### config.mk
export PLATFORM = sky130hd
export DESIGN_NAME = vga_read_request_gen
export DESIGN_NICKNAME = d
export VERILOG_FILES = /design/src/rtl/vga_read_request_gen.sv
export SDC_FILE = /design/constraint.sdc
export NUM_CORES = 1
export LEC_CHECK = 0
export CORE_ASPECT_RATIO = 1.4
export CORE_MARGIN = 1.5
export CORE_UTILIZATION = 35
export DETAILED_ROUTE_END_ITERATION = 6
export SETUP_SLACK_MARGIN = 0.02
export SLEW_MARGIN = 40
export SYNTH_ARGS = -nofsm -noshare
export SYNTH_HDL_FRONTEND = slang
export SYNTH_SLANG_ARGS = --single-unit
### constraint.sdc
create_clock -name VGA_CLK -period 2.15 [get_ports VGA_CLK]
set_clock_uncertainty 0.05 [all_clocks]
set_input_delay 0.43 -clock VGA_CLK [delete_from_list [all_inputs] [get_ports VGA_CLK]]
set_output_delay 0.43 -clock VGA_CLK [all_outputs]
set_load 0.03 [all_outputs]
### src/rtl/vga_read_request_gen.sv
// ---------------------------------------------------------------------------
// vga_read_request_gen
// Display-side timing generator for the RAW-to-RGB line-buffer read port.
// Produces active-low HS/VS, BLANK_N over the visible area, and a
// READ_Request window of WIN_W x WIN_H pixels placed at (WIN_X0, WIN_Y0).
// All outputs are registered: each pin reflects the counters one cycle back.
//
// Optional feature macro: READ_REQ_PRELOAD_EN
//   Defined   - READ_Request leads the pixel position by one cycle
//               (h range [WIN_X0-1, WIN_X0+WIN_W-1)) to cover read latency.
//   Undefined - READ_Request is aligned with BLANK_N / pixel position.
//
// Ports
//   VGA_CLK       in   pixel clock, the only clock
//   RST           in   synchronous active-high reset
//   EN            in   run request, acted on only at a frame boundary
//   VGA_HS        out  horizontal sync, active low
//   VGA_VS        out  vertical sync, active low
//   VGA_BLANK_N   out  high inside the visible area
//   READ_Request  out  high inside the read window
//   oFrameStart   out  one-cycle pulse for the first pixel of a frame
//   oBusy         out  high while the generator is running
// ---------------------------------------------------------------------------
module vga_read_request_gen #(
   parameter int unsigned H_ACTIVE = 640,
   parameter int unsigned H_FP     = 16,
   parameter int unsigned H_SYNC   = 96,
   parameter int unsigned H_BP     = 48,
   parameter int unsigned V_ACTIVE = 480,
   parameter int unsigned V_FP     = 10,
   parameter int unsigned V_SYNC   = 2,
   parameter int unsigned V_BP     = 33,
   parameter int unsigned WIN_X0   = 220,
   parameter int unsigned WIN_Y0   = 165,
   parameter int unsigned WIN_W    = 200,
   parameter int unsigned WIN_H    = 150
) (
   input  logic VGA_CLK,
   input  logic RST,
   input  logic EN,
   output logic VGA_HS,
   output logic VGA_VS,
   output logic VGA_BLANK_N,
   output logic READ_Request,
   output logic oFrameStart,
   output logic oBusy
);

   localparam int unsigned CNT_W   = 11;
   localparam int unsigned H_TOTAL = H_ACTIVE + H_FP + H_SYNC + H_BP;
   localparam int unsigned V_TOTAL = V_ACTIVE + V_FP + V_SYNC + V_BP;

`ifdef READ_REQ_PRELOAD_EN
   localparam int unsigned RD_X0 = WIN_X0 - 1;
`else
   localparam int unsigned RD_X0 = WIN_X0;
`endif

   // Decode boundaries, pre-sized to the counter width
   localparam logic [CNT_W-1:0] H_LAST     = CNT_W'(H_TOTAL - 1);
   localparam logic [CNT_W-1:0] V_LAST     = CNT_W'(V_TOTAL - 1);
   localparam logic [CNT_W-1:0] H_ACT_END  = CNT_W'(H_ACTIVE);
   localparam logic [CNT_W-1:0] V_ACT_END  = CNT_W'(V_ACTIVE);
   localparam logic [CNT_W-1:0] HS_BEGIN   = CNT_W'(H_ACTIVE + H_FP);
   localparam logic [CNT_W-1:0] HS_END     = CNT_W'(H_ACTIVE + H_FP + H_SYNC);
   localparam logic [CNT_W-1:0] VS_BEGIN   = CNT_W'(V_ACTIVE + V_FP);
   localparam logic [CNT_W-1:0] VS_END     = CNT_W'(V_ACTIVE + V_FP + V_SYNC);
   localparam logic [CNT_W-1:0] RD_H_BEGIN = CNT_W'(RD_X0);
   localparam logic [CNT_W-1:0] RD_H_END   = CNT_W'(RD_X0 + WIN_W);
   localparam logic [CNT_W-1:0] RD_V_BEGIN = CNT_W'(WIN_Y0);
   localparam logic [CNT_W-1:0] RD_V_END   = CNT_W'(WIN_Y0 + WIN_H);

   // Parameter sanity checks at elaboration
   if (WIN_X0 + WIN_W > H_ACTIVE) begin : g_err_win_x
      $error("vga_read_request_gen: WIN_X0+WIN_W exceeds H_ACTIVE");
   end
   if (WIN_Y0 + WIN_H > V_ACTIVE) begin : g_err_win_y
      $error("vga_read_request_gen: WIN_Y0+WIN_H exceeds V_ACTIVE");
   end
   if (H_TOTAL > (1 << CNT_W) || V_TOTAL > (1 << CNT_W)) begin : g_err_cnt
      $error("vga_read_request_gen: timing totals exceed counter range");
   end
`ifdef READ_REQ_PRELOAD_EN
   if (WIN_X0 < 1) begin : g_err_preload
      $error("vga_read_request_gen: preload needs WIN_X0 >= 1");
   end
`endif

   typedef enum logic {
      IDLE = 1'b0,
      RUN  = 1'b1
   } state_t;

   state_t           state;
   logic [CNT_W-1:0] hCnt;
   logic [CNT_W-1:0] vCnt;

   logic hsLow;
   logic vsLow;
   logic visible;
   logic inWindow;
   logic frameOrigin;
   logic lineEnd;
   logic frameEnd;

   // Position decode from the current counters
   always_comb begin
      hsLow       = (hCnt >= HS_BEGIN) && (hCnt < HS_END);
      vsLow       = (vCnt >= VS_BEGIN) && (vCnt < VS_END);
      visible     = (hCnt < H_ACT_END) && (vCnt < V_ACT_END);
      inWindow    = (hCnt >= RD_H_BEGIN) && (hCnt < RD_H_END) &&
                    (vCnt >= RD_V_BEGIN) && (vCnt < RD_V_END);
      frameOrigin = (hCnt == '0) && (vCnt == '0);
      lineEnd     = (hCnt == H_LAST);
      frameEnd    = lineEnd && (vCnt == V_LAST);
   end

   // Control FSM, raster counters and registered pin drivers
   always_ff @(posedge VGA_CLK) begin
      if (RST) begin
         state        <= IDLE;
         hCnt         <= '0;
         vCnt         <= '0;
         VGA_HS       <= 1'b1;
         VGA_VS       <= 1'b1;
         VGA_BLANK_N  <= 1'b0;
         READ_Request <= 1'b0;
         oFrameStart  <= 1'b0;
         oBusy        <= 1'b0;
      end else begin
         // Pins follow the decode only while running; IDLE drives rest values
         if (state == RUN) begin
            VGA_HS       <= ~hsLow;
            VGA_VS       <= ~vsLow;
            VGA_BLANK_N  <= visible;
            READ_Request <= inWindow;
            oFrameStart  <= frameOrigin;
            oBusy        <= 1'b1;
         end else begin
            VGA_HS       <= 1'b1;
            VGA_VS       <= 1'b1;
            VGA_BLANK_N  <= 1'b0;
            READ_Request <= 1'b0;
            oFrameStart  <= 1'b0;
            oBusy        <= 1'b0;
         end

         case (state)
            IDLE: begin
               hCnt <= '0;
               vCnt <= '0;
               if (EN) state <= RUN;
            end
            RUN: begin
               if (lineEnd) begin
                  hCnt <= '0;
                  if (frameEnd) begin
                     vCnt <= '0;
                     // EN only matters here, so frames always complete
                     if (!EN) state <= IDLE;
                  end else begin
                     vCnt <= vCnt + CNT_W'(1);
                  end
               end else begin
                  hCnt <= hCnt + CNT_W'(1);
               end
            end
            default: begin
               state <= IDLE;
               hCnt  <= '0;
               vCnt  <= '0;
            end
         endcase
      end
   end

endmodule

; ---- Word level (Yosys, flattened, before mapping)
; Index checks and enable logic that the tools add are counted.
[totals]
ff_bits = 29
input_bits = 3
[op_classes]
bitwise = 3
n_eq_ne = 3
order_cmp = 10
addsub = 2
n_mux = 10
reduce_logical = 11
[op_table]
columns = cell, n
row1 = "less-than comparator 11 x 9 -> 1 bit, second input constant", 4
row2 = case mux 11 bit (2 select lines), 2
row3 = two-way mux 11 bit, 3
row4 = "adder 11 x 1 -> 11 bit, second input constant", 2
row5 = "== test 11 x 10 -> 1 bit, second input constant", 2
row6 = "greater-or-equal comparator 11 x 8 -> 1 bit, second input constant", 2
row7 = zero test 11 bit, 2
row8 = "less-than comparator 11 x 10 -> 1 bit, second input constant", 2
row9 = "greater-or-equal comparator 11 x 10 -> 1 bit, second input constant", 1
row10 = "greater-or-equal comparator 11 x 9 -> 1 bit, second input constant", 1
row11 = logical AND 1 bit, 8
row12 = two-way mux 1 bit, 4
row13 = inverter 1 bit, 3
row14 = "!= test 2 x 1 -> 1 bit, second input constant", 1
row15 = case mux 1 bit (2 select lines), 1
row16 = OR reduction 2 bit, 1

; ---- Longest topological paths before layout
; Gate-level depths: netlist of run 1.
[depth]
depth_word = 5
ltp_mapped = 6
depth_no_buf = 6

; ---- Worst setup path after synthesis of run 1
; No wires, ideal clock.
[synth_path]
kind = reg-to-reg
start = register hCnt[0]
end = register vCnt[6]
path_stages_with_launch = 6
t_required_ps = 2030
t_arrival_ps = 1635
synth_period_minus_slack_ps = 1755
n_path_buf = 0
setup_slack_ps = 395
path_cell_list = dfxtp_1 ha_1 and4_1 a41oi_4 or4_1 a21oi_1
[synth_between]
elab_chain_len = 5
[synth_rtl]
columns = item, line_no
row1 = "start, declared", 95  ; logic [CNT_W-1:0] hCnt;
row2 = "start signal, assigned", 165  ; hCnt <= hCnt + CNT_W'(1);
row3 = == test 11 x 10 -> 1 bit (*), 114  ; lineEnd = (hCnt == H_LAST);
row4 = logical AND 1 bit, 115  ; frameEnd = lineEnd && (vCnt == V_LAST);
row5 = two-way mux 11 bit, 157  ; if (frameEnd) begin
row6 = two-way mux 11 bit, 155  ; if (lineEnd) begin
row7 = case mux 11 bit (2 select lines), 148  ; case (state)
row8 = "end signal, assigned", 162  ; vCnt <= vCnt + CNT_W'(1);
row9 = "end, declared", 96  ; logic [CNT_W-1:0] vCnt;
; Mark *: on every way between the ends. The rest lies on a longest branch, timed or not. The select of a mux whose other input is x is not followed.
; A chain may end at the register's enable or synchronous reset.

; ---- Worst setup path in the final report of run 1
[layout_path]
start = register hCnt[0]
end = register vCnt[2]
; Same word-level chain as after synthesis.

==> impl_summary.log, run 1 <==
INFO  metric layout_min_cycle_time = 2.022 ns
INFO  metric layout_worst_path_cycle_share = 0.9405
INFO  metric r2r-end = vCnt[2]
INFO  metric growth_of_design_area_from_synthesis_to_finish = 16.46%
INFO  metric setup_viol = 0
INFO  metric ratio_of_cells_with_drive_above_1_in_the_final_layout = 0.1289
INFO  metric synthesis.nets = 187
INFO  metric synth_largest_area_cell = sky130_fd_sc_hd__dfxtp_1
INFO  metric clock_power_share = 0.417
INFO  metric pin_count_of_the_biggest_net_entering_global_routing = 19
INFO  metric gr-total-overflow = 0
INFO  metric synth_ff_type = sky130_fd_sc_hd__dfxtp_1
INFO  metric path_class = reg -> reg
INFO  metric synth.area.top_cells = sky130_fd_sc_hd__dfxtp_1, sky130_fd_sc_hd__ha_1, sky130_fd_sc_hd__nor2_1
INFO  metric clock.fmax = 0.4945 GHz
INFO  metric first_pass_grt_wire_length = 5209 um
INFO  metric vias = 1,304
INFO  metric die-width = 58.84 um
INFO  metric fp.dieArea = 0.004776 sq mm
INFO  metric worst-endpoint-arrival = 2.19 ns
INFO  metric max-slew-margin-rel = 0.6997
INFO  metric biggestRegsByFlops = hCnt: 11 flops, vCnt: 11 flops
INFO  metric worstPathCellList = ha_1, and4_1, a41oi_2, or4b_1, nand3_1
INFO  metric cp-startpoint = hCnt[0]
INFO  metric mappedNetlistArea = 0.001528 sq mm
INFO  metric route.detailed.wl_per_inst = 13.87 um
INFO  metric postCtsHoldBufs = 0
INFO  metric share_seq_of_total_power = 0.516
INFO  metric cp_max_fo = 8
INFO  metric tritoncts_num_sinks = 29
INFO  metric vias_in_the_first_global_route = 1,148
INFO  metric die_height = 81.17 um
INFO  metric routed_wirelength = 3315 um
INFO  metric globalplace.congestion = 0.7949
INFO  metric flop2flop_setup_slack = 0.13 ns
INFO  metric drt-pass1-iter-count = 4
INFO  metric worst_setup_path_start_kind = flip-flop
INFO  metric required = 2.32 ns
INFO  metric min-delay-path-class = reg -> reg
INFO  metric insertedDiodeCount = 0
INFO  metric result_of_the_run = complete, no violations
INFO  metric timing.critical_path.to = vCnt[2]
INFO  metric cts_inserted_buffers = 5
INFO  metric ys_seq_area_frac = 0.3800
INFO  metric internal_power = 0.8293 mW
INFO  metric h-tree-depth = 2
INFO  metric floorplan.core_area = 0.004204 sq mm
INFO  metric number_of_antenna_violations_at_the_first_check_in_global_routing = 0
INFO  metric maxCapViolations = 0
INFO  metric final_hold_viol_count = 0
INFO  metric worst_r2r_path_depth = 5
INFO  metric netSwitchingPower = 0.2341 mW
INFO  metric placement_rows = 28
INFO  metric initial_utilization = 0.3634
INFO  metric worst-slew-pin-transition = 0.4392 ns
INFO  metric clkSlewWorstSetupHoldPaths = 0.06 ns
INFO  metric ir_worst_vdd = 0.3051 mV
INFO  metric avgViaCountPerCell = 5.456
INFO  metric rsz0062_at_grt = false
INFO  metric synthArstFlopShare = 0
INFO  metric post_synth.cell_area_avg = 8.583 sq um
INFO  metric detailedRoute.firstIterationViolations = 35
INFO  metric number_of_flops_mapped_to_enable_cells_by_yosys = 0
INFO  metric drc_errors = 0
INFO  metric cp-end-kind = flip-flop
INFO  metric p_comb_frac = 0.068
INFO  metric critPathSlowestCell = sky130_fd_sc_hd__or4b_1
INFO  metric synth_warnings = 0
INFO  metric final_cell_utilization_of_the_core = 0.4232
INFO  metric clock_tree_from_tritoncts = built
INFO  metric placed_cells = 228
INFO  metric final_max_slew_viol_count = 0
INFO  metric ant_nets = 0
INFO  metric insertion_delay = 0.28 ns
INFO  metric synth_cell_type_count = 39
INFO  metric yosys.area.top_type_share = 0.3800
INFO  metric globalRouteTotalUtil = 0.1455
INFO  metric max-clock-path-buffers = 2
INFO  metric pwr_density_cell = 597.7 mW/mm^2
INFO  metric post-dp-hpwl = 2314 um
INFO  metric rr_startpoint = hCnt[0]
INFO  metric synth_cells = 178
INFO  metric total_power = 1.063 mW
INFO  metric num-nets-final = 203
INFO  metric port_buffers = 8
INFO  metric finish.cell_count_without_fillers = 239
INFO  metric setup_total_negative_slack = 0 ns
INFO  metric crit_path_max_incr_delay = 0.57 ns
INFO  metric cts_root_buf = sky130_fd_sc_hd__clkbuf_8
INFO  metric io_pins = 9
INFO  metric power.leakage = 0.5943 nW
INFO  metric switching_power_share_of_the_total = 0.2202
INFO  metric number_of_storage_elements_in_the_synthesis_netlist = 29
-- how the worst min path moves through the flow --
stage | startpoint | to | slack (ns) | cells past startpoint
2_1_floorplan | hCnt[0] | hCnt[0] | 0.38 | 1
3_3_place_gp | hCnt[0] | hCnt[0] | 0.39 | 1
3_5_place_dp | hCnt[0] | hCnt[0] | 0.41 | 1
4_1_cts | hCnt[0] | hCnt[0] | 0.42 | 1
5_1_grt | hCnt[0] | hCnt[0] | 0.46 | 1
6_report | hCnt[0] | hCnt[0] | 0.41 | 1
-- layout make-up --
type                       instances  area, sq um
inverter                           9        33.78
fill                             449         2425
clock buffer                       7        86.33
timing repair buffer              19        162.7
multi-input combinational        130        859.6
sequential                        29        580.6
tap                               45        56.30
-- critical path: cells and delay by family, from the launching register on --
kind / cells / cell delay [ns]
adders and majority gates: 1 / 0.24
and+or+nand+nor: 3 / 1.02
AOI/OAI and AO/OA: 1 / 0.29
DFF: 1 / 0.37
-- cell usage in the layout, fill, tap and decap left out, types with 5 or more instances in the layout --
master / n
sky130_fd_sc_hd__dfxtp_1: 29
sky130_fd_sc_hd__o31ai_1: 5
sky130_fd_sc_hd__xnor2_1: 7
sky130_fd_sc_hd__a21oi_1: 9
sky130_fd_sc_hd__o21ai_0: 9
sky130_fd_sc_hd__clkdlybuf4s50_1: 8
sky130_fd_sc_hd__nor3_1: 6
sky130_fd_sc_hd__nor2_1: 18
sky130_fd_sc_hd__nand2_1: 12
sky130_fd_sc_hd__clkbuf_8: 6
sky130_fd_sc_hd__ha_1: 6
sky130_fd_sc_hd__buf_4: 11
sky130_fd_sc_hd__nand3_1: 12
sky130_fd_sc_hd__inv_1: 9
-- cells by family after synthesis --
kind of cell | share of synthesized area
flip-flops | 0.3800
XOR/XNOR | 0.05733
buffers and inverters | 0.06797
AO/OA/AOI/OAI | 0.1441
adder cells (fa/ha/maj) | 0.04914
AND/OR/NAND/NOR | 0.3014
-- what timing repair did --
item / CTS / global route
setup buffers: 0 / 3
endpoints found under the setup margin: 0 / 4
gates resized for setup: 0 / 0
-- synthesized netlist by cell type, drive strengths merged, types with 3 or more instances --
| cell type | count |
|---|---|
| nor2 | 18 |
| ha | 6 |
| or4 | 3 |
| and3 | 3 |
| nor4 | 4 |
| o21ai | 10 |
| nand3 | 12 |
| xnor2 | 7 |
| dfxtp | 29 |
| nor3 | 6 |
| nor4b | 3 |
| nand2 | 12 |
| a21oi | 9 |
| nand4 | 4 |
| o31ai | 5 |
| clkbuf | 5 |
| inv | 9 |
| or3 | 5 |
| buf | 6 |
| xor2 | 3 |
-- stage by stage --
stage                     hold WS [ns]  setup WS [ns]  area (sq um)
after floorplan                 0.3797         0.3948          1528
after CTS                       0.4208         0.1310          1740
after global routing            0.4574        0.02953          1779
after detailed placement        0.4065         0.1081          1654
final                           0.4118         0.1279          1779
after global placement          0.3945        0.05061          1654
-- power groups by stage --
stage / Sequential, mW / Combinational [mW] / Clock, mW
finish: 0.549 / 0.0719 / 0.443
global route: 0.549 / 0.0778 / 0.481
detailed placement: 0.560 / 0.0624 / 0
floorplan: 0.568 / 0.0315 / 0
CTS: 0.548 / 0.0627 / 0.461
global placement: 0.560 / 0.0623 / 0
-- layer usage --
layer	vias up	part of all wire	track usage
met5	-	0	0
met4	0	0.025	0.07045
met3	8	0.029	0.04299
met2	18	0.51	0.2556
met1	600	0.43	0.1559
li1	678	-	-
Note: power is estimated with default switching activity, not from simulation.
==> inputs of run 2 (changes only) <==
- PLACE_DENSITY: unset -> 0.51
==> run 2 against run 1 <==
  * Maximum frequency up 1.7%
  * Critical path depth did not move
  * Total power is 3.9% higher
  * Worst hold slack better by 0.0032 ns
  * Clock-buffer cell count unchanged
  * Die area stayed put
  * Highest routed layer unchanged
==> impl_summary.log, run 2 (synthesis gave the netlist of run 1 again) <==
INFO  metric worst-slew-pin-transition = 0.4856 ns (was 0.4392 ns)
INFO  metric required = 2.31 ns (was 2.32 ns)
INFO  metric insertion_delay = 0.28 ns (about the same)
INFO  metric ir_worst_vdd = 0.3386 mV (was 0.3051 mV)
INFO  metric first_pass_grt_wire_length = 6189 um (was 5209 um)
INFO  metric path_class = reg -> reg (unchanged)
INFO  metric postCtsHoldBufs = 0 (unchanged)
INFO  metric globalRouteTotalUtil = 0.1736 (was 0.1455)
INFO  metric layout_min_cycle_time = 1.987 ns (was 2.022 ns)
INFO  metric layout_worst_path_cycle_share = 0.9244 (was 0.9405)
INFO  metric fill_cells = 451 (was 449)
INFO  metric initial_utilization = 0.3634 (unchanged)
INFO  metric critPathSlowestCell = sky130_fd_sc_hd__or4_1 (was sky130_fd_sc_hd__or4b_1)
INFO  metric biggestRegsByFlops = hCnt: 11 flops, vCnt: 11 flops (unchanged)
INFO  metric cts_root_buf = sky130_fd_sc_hd__clkbuf_8 (unchanged)
INFO  metric final_hold_viol_count = 0 (unchanged)
INFO  metric cts_inserted_buffers = 5 (unchanged)
INFO  metric post_cts.resized_instances = 0 (unchanged)
INFO  metric detailedRoute.firstIterationViolations = 45 (was 35)
INFO  metric io_pins = 9 (unchanged)
INFO  metric met3WireLength = 89 um (was 97 um)
INFO  metric clock_power_share = 0.449 (was 0.417)
INFO  metric pin_count_of_the_biggest_net_entering_global_routing = 19 (unchanged)
INFO  metric final.hold.worst_slack = 0.4149 ns (was 0.4118 ns)
INFO  metric cp_max_fo = 18 (was 8)
INFO  metric vias_in_the_first_global_route = 1,373 (was 1,148)
INFO  metric max-clock-path-buffers = 2 (unchanged)
INFO  metric setup_total_negative_slack = 0 ns (unchanged)
INFO  metric met2_wirelength = 1986 um (was 1705 um)
INFO  metric max-slew-margin-rel = 0.6752 (was 0.6997)
INFO  metric routed_wirelength = 3620 um (was 3315 um)
INFO  metric drc_errors = 0 (unchanged)
INFO  metric gr-total-overflow = 0 (unchanged)
INFO  metric placement_rows = 28 (unchanged)
INFO  metric vias = 1,352 (was 1,304)
INFO  metric p_comb_frac = 0.054 (was 0.068)
INFO  metric total_power = 1.105 mW (was 1.063 mW)
INFO  metric pwr_density_cell = 627.1 mW/mm^2 (was 597.7 mW/mm^2)
INFO  metric route.detailed.wl_per_inst = 15.27 um (was 13.87 um)
INFO  metric clock.fmax = 0.5032 GHz (was 0.4945 GHz)
INFO  metric floorplan.core_area = 0.004204 sq mm (unchanged)
INFO  metric insertedDiodeCount = 0 (unchanged)
INFO  metric maxCapViolations = 0 (unchanged)
INFO  metric h-tree-depth = 2 (unchanged)
INFO  metric ratio_of_cells_with_drive_above_1_in_the_final_layout = 0.1250 (was 0.1289)
INFO  metric drt-pass1-iter-count = 4 (unchanged)
INFO  metric layout.cells.most_common = sky130_fd_sc_hd__dfxtp_1 (unchanged)
INFO  metric post-dp-hpwl = 2749 um (was 2314 um)
INFO  metric growth_of_design_area_from_synthesis_to_finish = 15.40% (was 16.46%)
INFO  metric port_buffers = 8 (unchanged)
INFO  metric clkSlewWorstSetupHoldPaths = 0.06 ns (about the same)
INFO  metric switching_power_share_of_the_total = 0.2251 (was 0.2202)
INFO  metric num-nets-final = 200 (was 203)
INFO  metric rsz0062_at_grt = false (unchanged)
INFO  metric crit_path_max_incr_delay = 0.58 ns (was 0.57 ns)
INFO  metric worst_setup_path_start_kind = flip-flop (unchanged)
INFO  metric result_of_the_run = complete, no violations (unchanged)
INFO  metric dpl_cell_area = 0.001662 sq mm (was 0.001654 sq mm)
INFO  metric fp.dieArea = 0.004776 sq mm (unchanged)
INFO  metric final_max_slew_viol_count = 0 (unchanged)
INFO  metric setup_viol = 0 (unchanged)
INFO  metric cp-end-kind = flip-flop (unchanged)
INFO  metric clock_tree_from_tritoncts = built (unchanged)
INFO  metric worst-endpoint-arrival = 2.15 ns (was 2.19 ns)
INFO  metric number_of_antenna_violations_at_the_first_check_in_global_routing = 0 (unchanged)
INFO  metric ant_nets = 0 (unchanged)
INFO  metric power.leakage = 0.5940 nW (was 0.5943 nW)
INFO  metric tritoncts_num_sinks = 29 (unchanged)
INFO  metric share_seq_of_total_power = 0.496 (was 0.516)
INFO  metric globalplace.congestion = 0.8344 (was 0.7949)
INFO  metric layout_common_cells = sky130_fd_sc_hd__dfxtp_1, sky130_fd_sc_hd__nor2_1, sky130_fd_sc_hd__nand3_1, sky130_fd_sc_hd__nand2_1 (was sky130_fd_sc_hd__dfxtp_1, sky130_fd_sc_hd__nor2_1, sky130_fd_sc_hd__nand3_1, sky130_fd_sc_hd__nand2_1, sky130_fd_sc_hd__buf_4)
INFO  metric routedLengthMet1 = 1430 um (was 1429 um)
INFO  metric design_area = 0.001763 sq mm (was 0.001779 sq mm)
INFO  metric min-delay-path-class = reg -> reg (unchanged)
INFO  metric die-width = 58.84 um (unchanged)
INFO  metric internal_power = 0.8566 mW (was 0.8293 mW)
INFO  metric avgViaCountPerCell = 5.705 (was 5.456)
INFO  metric postCtsSetupBuffers = 0 (unchanged)
INFO  metric die_height = 81.17 um (unchanged)
INFO  metric worstPathCellList = ha_1, and4_1, a41oi_4, or4_1, a21oi_1 (was ha_1, and4_1, a41oi_2, or4b_1, nand3_1)
INFO  metric netSwitchingPower = 0.2489 mW (was 0.2341 mW)
INFO  metric topRoutingLayerUsed = met4 (unchanged)
## run 2: area by class of cell
cell class,instances,area [sq um],area share
multi-input cells,129,843.3,0.4784
repair buffers,17,147.6,0.08375
inverters,9,33.78,0.01916
clock inverters,1,5.005,0.002839
clock buffers,7,96.34,0.05465
well taps,45,56.30,0.03194
flip-flops and latches,29,580.6,0.3293
## run 2: final timing paths
path	from	endpoint	slack, ns	cells past startpoint
worst max-delay path	hCnt[0]	vCnt[6]	0.16	5
worst min-delay path	hCnt[0]	hCnt[0]	0.41	1
worst min register to register	hCnt[0]	hCnt[0]	0.41	1
worst max register to register	hCnt[0]	vCnt[6]	0.16	5
## run 2: critical path: cells and delay by family, from the launching register on
kind | cells | cell delay [ns]
AOI/OAI and AO/OA | 2 | 0.42
DFF | 1 | 0.37
and+or+nand+nor | 2 | 0.88
adders and majority gates | 1 | 0.20
## run 2: power groups by stage
stage                     Combinational [mW]  Clock [mW]  Sequential (mW)
after floorplan                       0.0315           0            0.568
after CTS                             0.0614       0.513            0.548
after detailed placement              0.0611           0            0.561
after global routing                  0.0668       0.535            0.549
final                                 0.0601       0.497            0.548
after global placement                0.0608           0            0.560
## run 2: routing by layer
metal  up-vias  global-route usage
li1        664                   -
met1       651              0.1757
met2        27              0.3178
met3        10             0.04299
met4         0             0.09318
met5         -                   0
## run 2: stage by stage
stage,util,instances,setup slack [ns]
after floorplan,-,178,0.3948
after global placement,0.3952,229,0.2094
after detailed placement,0.3952,229,0.1834
after CTS,0.4193,237,0.1512
after global routing,0.4193,237,0.04898
final,0.4193,237,0.1626
